$ cat config.mk
export PLATFORM = sky130hd
export DESIGN_NAME = alu_wide_add_sequencer
export DESIGN_NICKNAME = d
export VERILOG_FILES = /design/src/rtl/alu_wide_add_sequencer.sv
export SDC_FILE = /design/constraint.sdc
export NUM_CORES = 1
export LEC_CHECK = 0
export CAP_MARGIN = 0
export CORE_UTILIZATION = 35
export DETAILED_ROUTE_END_ITERATION = 8
export GPL_TIMING_DRIVEN = 1
export HOLD_SLACK_MARGIN = 0.06
export PLACE_DENSITY = 0.66
export SETUP_SLACK_MARGIN = 0.3
export SLEW_MARGIN = 40
export SYNTH_ARGS = -nofsm -noshare
export SYNTH_HDL_FRONTEND = slang
export SYNTH_SLANG_ARGS = --single-unit
$ cat constraint.sdc
create_clock -name Clock -period 2.55 [get_ports Clock]
set_input_delay 0.51 -clock Clock [delete_from_list [all_inputs] [get_ports Clock]]
set_output_delay 0.51 -clock Clock [all_outputs]
set_load 0.05 [all_outputs]
$ cat src/rtl/alu_wide_add_sequencer.sv
// alu_wide_add_sequencer: chains two 32-bit ALU adds (ADD then ADC) into one 64-bit add.
// Optional ALU_WIDE_ADD_OPCOUNT_EN adds a 16-bit completed-operation counter with ClrCount.
module alu_wide_add_sequencer #(
  parameter int W = 32,
  parameter logic [4:0] FS_ADD = 5'b10100,
  parameter logic [4:0] FS_ADC = 5'b10101
) (
  input  logic           Clock,
  input  logic           Reset,
  input  logic           Start,
  input  logic [2*W-1:0] OpA,
  input  logic [2*W-1:0] OpB,
`ifdef ALU_WIDE_ADD_OPCOUNT_EN
  input  logic           ClrCount,
  output logic [15:0]    OpCount,
`endif
  output logic           Ready,
  output logic           Done,
  output logic [2*W-1:0] Result,
  output logic [3:0]     ResFlags,
  output logic [W-1:0]   ALU_A,
  output logic [W-1:0]   ALU_B,
  output logic [4:0]     ALU_FunSel,
  output logic           ALU_WF,
  input  logic [W-1:0]   ALUOut,
  input  logic [3:0]     FlagsOut
);
  typedef enum logic [1:0] {IDLE, LO, HI, FIN} state_t;
  state_t state_q, state_d;
  logic [2*W-1:0] a_q, a_d, b_q, b_d, result_q, result_d;
  logic [3:0] flags_q, flags_d;
  logic lo_zero_q, lo_zero_d;
  always_ff @(posedge Clock or negedge Reset) begin
    if (!Reset) begin
      state_q   <= IDLE;
      a_q       <= '0;
      b_q       <= '0;
      result_q  <= '0;
      flags_q   <= '0;
      lo_zero_q <= 1'b0;
    end else begin
      state_q   <= state_d;
      a_q       <= a_d;
      b_q       <= b_d;
      result_q  <= result_d;
      flags_q   <= flags_d;
      lo_zero_q <= lo_zero_d;
    end
  end
  always_comb begin
    state_d = state_q == IDLE ? (Start ? LO : IDLE) :
              state_q == LO   ? HI :
              state_q == HI   ? FIN : IDLE;
  end
  // The ALU only sees the high word's zero flag, so the low word's zero is kept to build Z.
  always_comb begin
    a_d       = (state_q == IDLE && Start) ? OpA : a_q;
    b_d       = (state_q == IDLE && Start) ? OpB : b_q;
    result_d  = state_q == LO ? {result_q[2*W-1:W], ALUOut} :
                state_q == HI ? {ALUOut, result_q[W-1:0]} : result_q;
    lo_zero_d = state_q == LO ? (ALUOut == '0) : lo_zero_q;
    flags_d   = state_q == FIN ? {FlagsOut[3] & lo_zero_q, FlagsOut[2:0]} : flags_q;
  end
  always_comb begin
    Ready      = state_q == IDLE;
    Done       = state_q == FIN;
    ALU_A      = state_q == LO ? a_q[W-1:0] : state_q == HI ? a_q[2*W-1:W] : '0;
    ALU_B      = state_q == LO ? b_q[W-1:0] : state_q == HI ? b_q[2*W-1:W] : '0;
    ALU_FunSel = state_q == HI ? FS_ADC : FS_ADD;
    ALU_WF     = state_q == LO || state_q == HI;
    Result     = result_q;
    ResFlags   = flags_q;
  end
`ifdef ALU_WIDE_ADD_OPCOUNT_EN
  logic [15:0] count_q, count_d;
  always_ff @(posedge Clock or negedge Reset) begin
    if (!Reset) count_q <= '0;
    else        count_q <= count_d;
  end
  always_comb begin
    count_d = ClrCount ? 16'd0 : state_q == FIN ? count_q + 16'd1 : count_q;
    OpCount = count_q;
  end
`endif
endmodule

==> results of run 1 <==
cell usage after synthesis (all sizes together):
cell type	number
a22o	62
nand3	1
buf	34
o21ai	4
nor2	2
mux2	195
nor4b	1
nor4	6
inv	4
clkbuf	5
or3	1
o31ai	1
nand2b	1
conb	2
dfrtp	199
nand4	2
nand2	5
ha	4
state kept, by name, indices dropped and copies added, names as in the netlist:
signal and cells:
Result 64, ResFlags 4, state_q 2, a_q 64
lo_zero_q 1, b_q 64
power by group through the flow:
stage / sequential, µW / combinational (µW) / clock [µW]
global placement: 5550 / 13200 / 0
CTS: 5620 / 14100 / 2690
floorplan: 7390 / 6150 / 0
finish: 5860 / 15000 / 2610
global route: 6060 / 15600 / 2810
detailed placement: 5680 / 13400 / 0
routing by layer:
layer / vias up / wire length [µm]
met5: - / 0
met4: 0 / 458
met3: 27 / 1390
met2: 180 / 12500
met1: 2972 / 10200
li1: 2577 / -
timing repair:
action | CTS | global route
gates cloned | 5 | 9
resized for setup | 20 | 70
buffers inserted | 7 | 1
hold buffers | 0 | 0
pin swaps | 2 | 3
setup endpoints to repair | 68 | 67
cell type report:
cell class / instances / area [µm²] / share of cell area, %
Clock inverter: 14 / 135 / 0.979
Sequential cell: 199 / 4980 / 36.1
Timing Repair Buffer: 335 / 4300 / 31.2
Tap cell: 313 / 392 / 2.84
Clock buffer: 18 / 439 / 3.18
Multi-Input combinational cell: 289 / 3540 / 25.6
Inverter: 4 / 17.5 / 0.127
how the worst max path moves through the flow:
stage                    startpoint   endpoint
6_report       state_q[0]$_DFF_PN0_  ALU_B[26]
5_1_grt        state_q[0]$_DFF_PN0_  ALU_B[26]
4_1_cts        state_q[0]$_DFF_PN0_  ALU_B[31]
3_5_place_dp   state_q[0]$_DFF_PN0_      Ready
3_3_place_gp   state_q[0]$_DFF_PN0_      Ready
2_1_floorplan  state_q[0]$_DFF_PN0_  ALU_B[29]
cells by family after synthesis:
kind of cell	synth area share (%)
buffers and inverters	3.19
flip-flops	60.8
multiplexers	26.8
AO/OA/AOI/OAI	7.03
adder cells (fa/ha/maj)	0.611
other	0.0917
AND/OR/NAND/NOR	1.42
stage by stage:
| step | instances | instance area (µm²) | total power, µW | utilization [%] | hold slack, ns |
|---|---|---|---|---|---|
| after floorplan | 531 | 8300 | 13500 | - | 0.214 |
| after global placement | 1118 | 12300 | 18800 | 54.0 | 0.487 |
| after detailed placement | 1118 | 12300 | 19100 | 54.0 | 0.494 |
| after CTS | 1162 | 13200 | 22400 | 57.7 | 0.104 |
| after global routing | 1172 | 13800 | 24400 | 60.6 | 0.117 |
| final | 1172 | 13800 | 23500 | 60.6 | 0.0922 |
worst max-delay path, stage by stage, from the launching register on:
cell and delay, ns:
dfrtp_1 0.42, buf_6 0.13, ha_4 0.17, nor2_4 0.11, buf_12 0.18, clkbuf_16 0.22
a22o_4 0.15, buf_12 0.13
==> impl_metrics.yaml, run 1 <==
status:
  outcome: "complete, no violations"
synthesis:
  ys_types: 20
  ys_warn_count: 0
  ys_ff_latch: 199
  netlist_area_um2: 8190
  syn_area_per_cell_um2: 15.5
  ys_seq_area_share_pct: 60.8
  synthCells: 529
  synth_top_area_cell: "dfrtp_1"
  ys_top_cells_by_area: "dfrtp_1, mux2_2, a22o_1"
  yosysTopAreaCellShare_pct: 60.8
pwr:
  leakage_uw: 0.00585
  p_switching_uw: 10100
  max-vdd-ir-drop_mv: 0.850
  p_per_area_nw_per_um2: 1700
  clkPwrFrac_pct: 11.1
  intPower_uw: 13400
  p_comb_share_pct: 64.0
  seqPwrFrac_pct: 24.9
  p_sw_share_pct: 43.0
global_route:
  top_usage_layer: "met2"
  grt_max_degree: 72
  grt_pass1_wl_um: 36100
  antenna_found_initial: 0
  grt_pass1_vias: 6225
  gr-usage-met1_pct: 23.8
  gr-usage-all-layers_pct: 19.8
  use_met2_pct: 34.4
  grt_overflow_total: 0
  grt.met3_usage_pct: 5.57
floorplan:
  num_rows: 55
  chipWidth_um: 155
  chipHeight_um: 155
  ioPinCount: 307
  start_util_pct: 35.9
  dieArea_um2: 24000
  core_area_um2: 22800
placed_design:
  dp_hpwl_um: 15600
  port_buffers: 302
  gp_congestion: 0.772
  post-place-ws_ns: 0.399
sta:
  min_period_over_period_pct: 96.6
  hold_violations: 0
  worstMarginPinSlew_ns: 0.607
  skew_ns: 0.0125
  max_freq_mhz: 406
  rsz0062_at_grt: "true"
  maxSlewViolCount: 0
  worst_slack_ns: 0.0870
  relSlewSlack_pct: 59.5
  finalSetupViolations: 0
  period_needed_ns: 2.46
  fin_setup_tns_ns: 0
hold_path:
  hp-class: "in2async"
drt:
  drc: 0
  wirelength_um: 24600
  drtAntennaViolNets: 0
  vias: 5756
  drt-initial-drc-count: 193
  avgViaCountPerCell: 4.91
  dr.pass1.iters: 4
  avgRoutedWirePerCell_um: 21.0
clock_network:
  clockBufferDepth: 2
  numCtsBuffers: 17
  cts-root-buf: "clkbuf_16"
  cts_sinks: 199
  clock_latency_ns: 0.43
  cts_tree: "done"
  clk_pin_slew_ns: 0.08
  cts-htree-levels: 4
critical_path:
  end_kind: "output port"
  r2r-start: "state_q[1]$_DFF_PN0_"
  path_max_fanout: 8
  rr_worst_depth: 6
  required_ns: 2.04
  r2r-end: "Result[20]$_DFFE_PN0P_"
  cp-start-kind: "flop"
  rrSetupSlack_ns: 0.71
  crit_arrival_ns: 1.95
  critical_path_class: "reg2out"
cells_and_area:
  nets: 1017
  layout-drive-gt1-share_pct: 46.9
  antenna_cells: 0
  final_cell_mix: "clkdlybuf4s50_1, dfrtp_1, mux2_2"
  mostFrequentLayoutCell: "clkdlybuf4s50_1"
  area_growth_syn_to_layout_pct: 68.6
  nFillCells: 1717
job:
  maxCapViolCount: 0
Note: power is estimated with default switching activity, not from simulation.
==> inputs of run 2 (changes only) <==
SKIP_LAST_GASP = 1   (was not set)
==> results of run 2 <==
No change in the layout: final DEF, timing and power equal those of run 1.
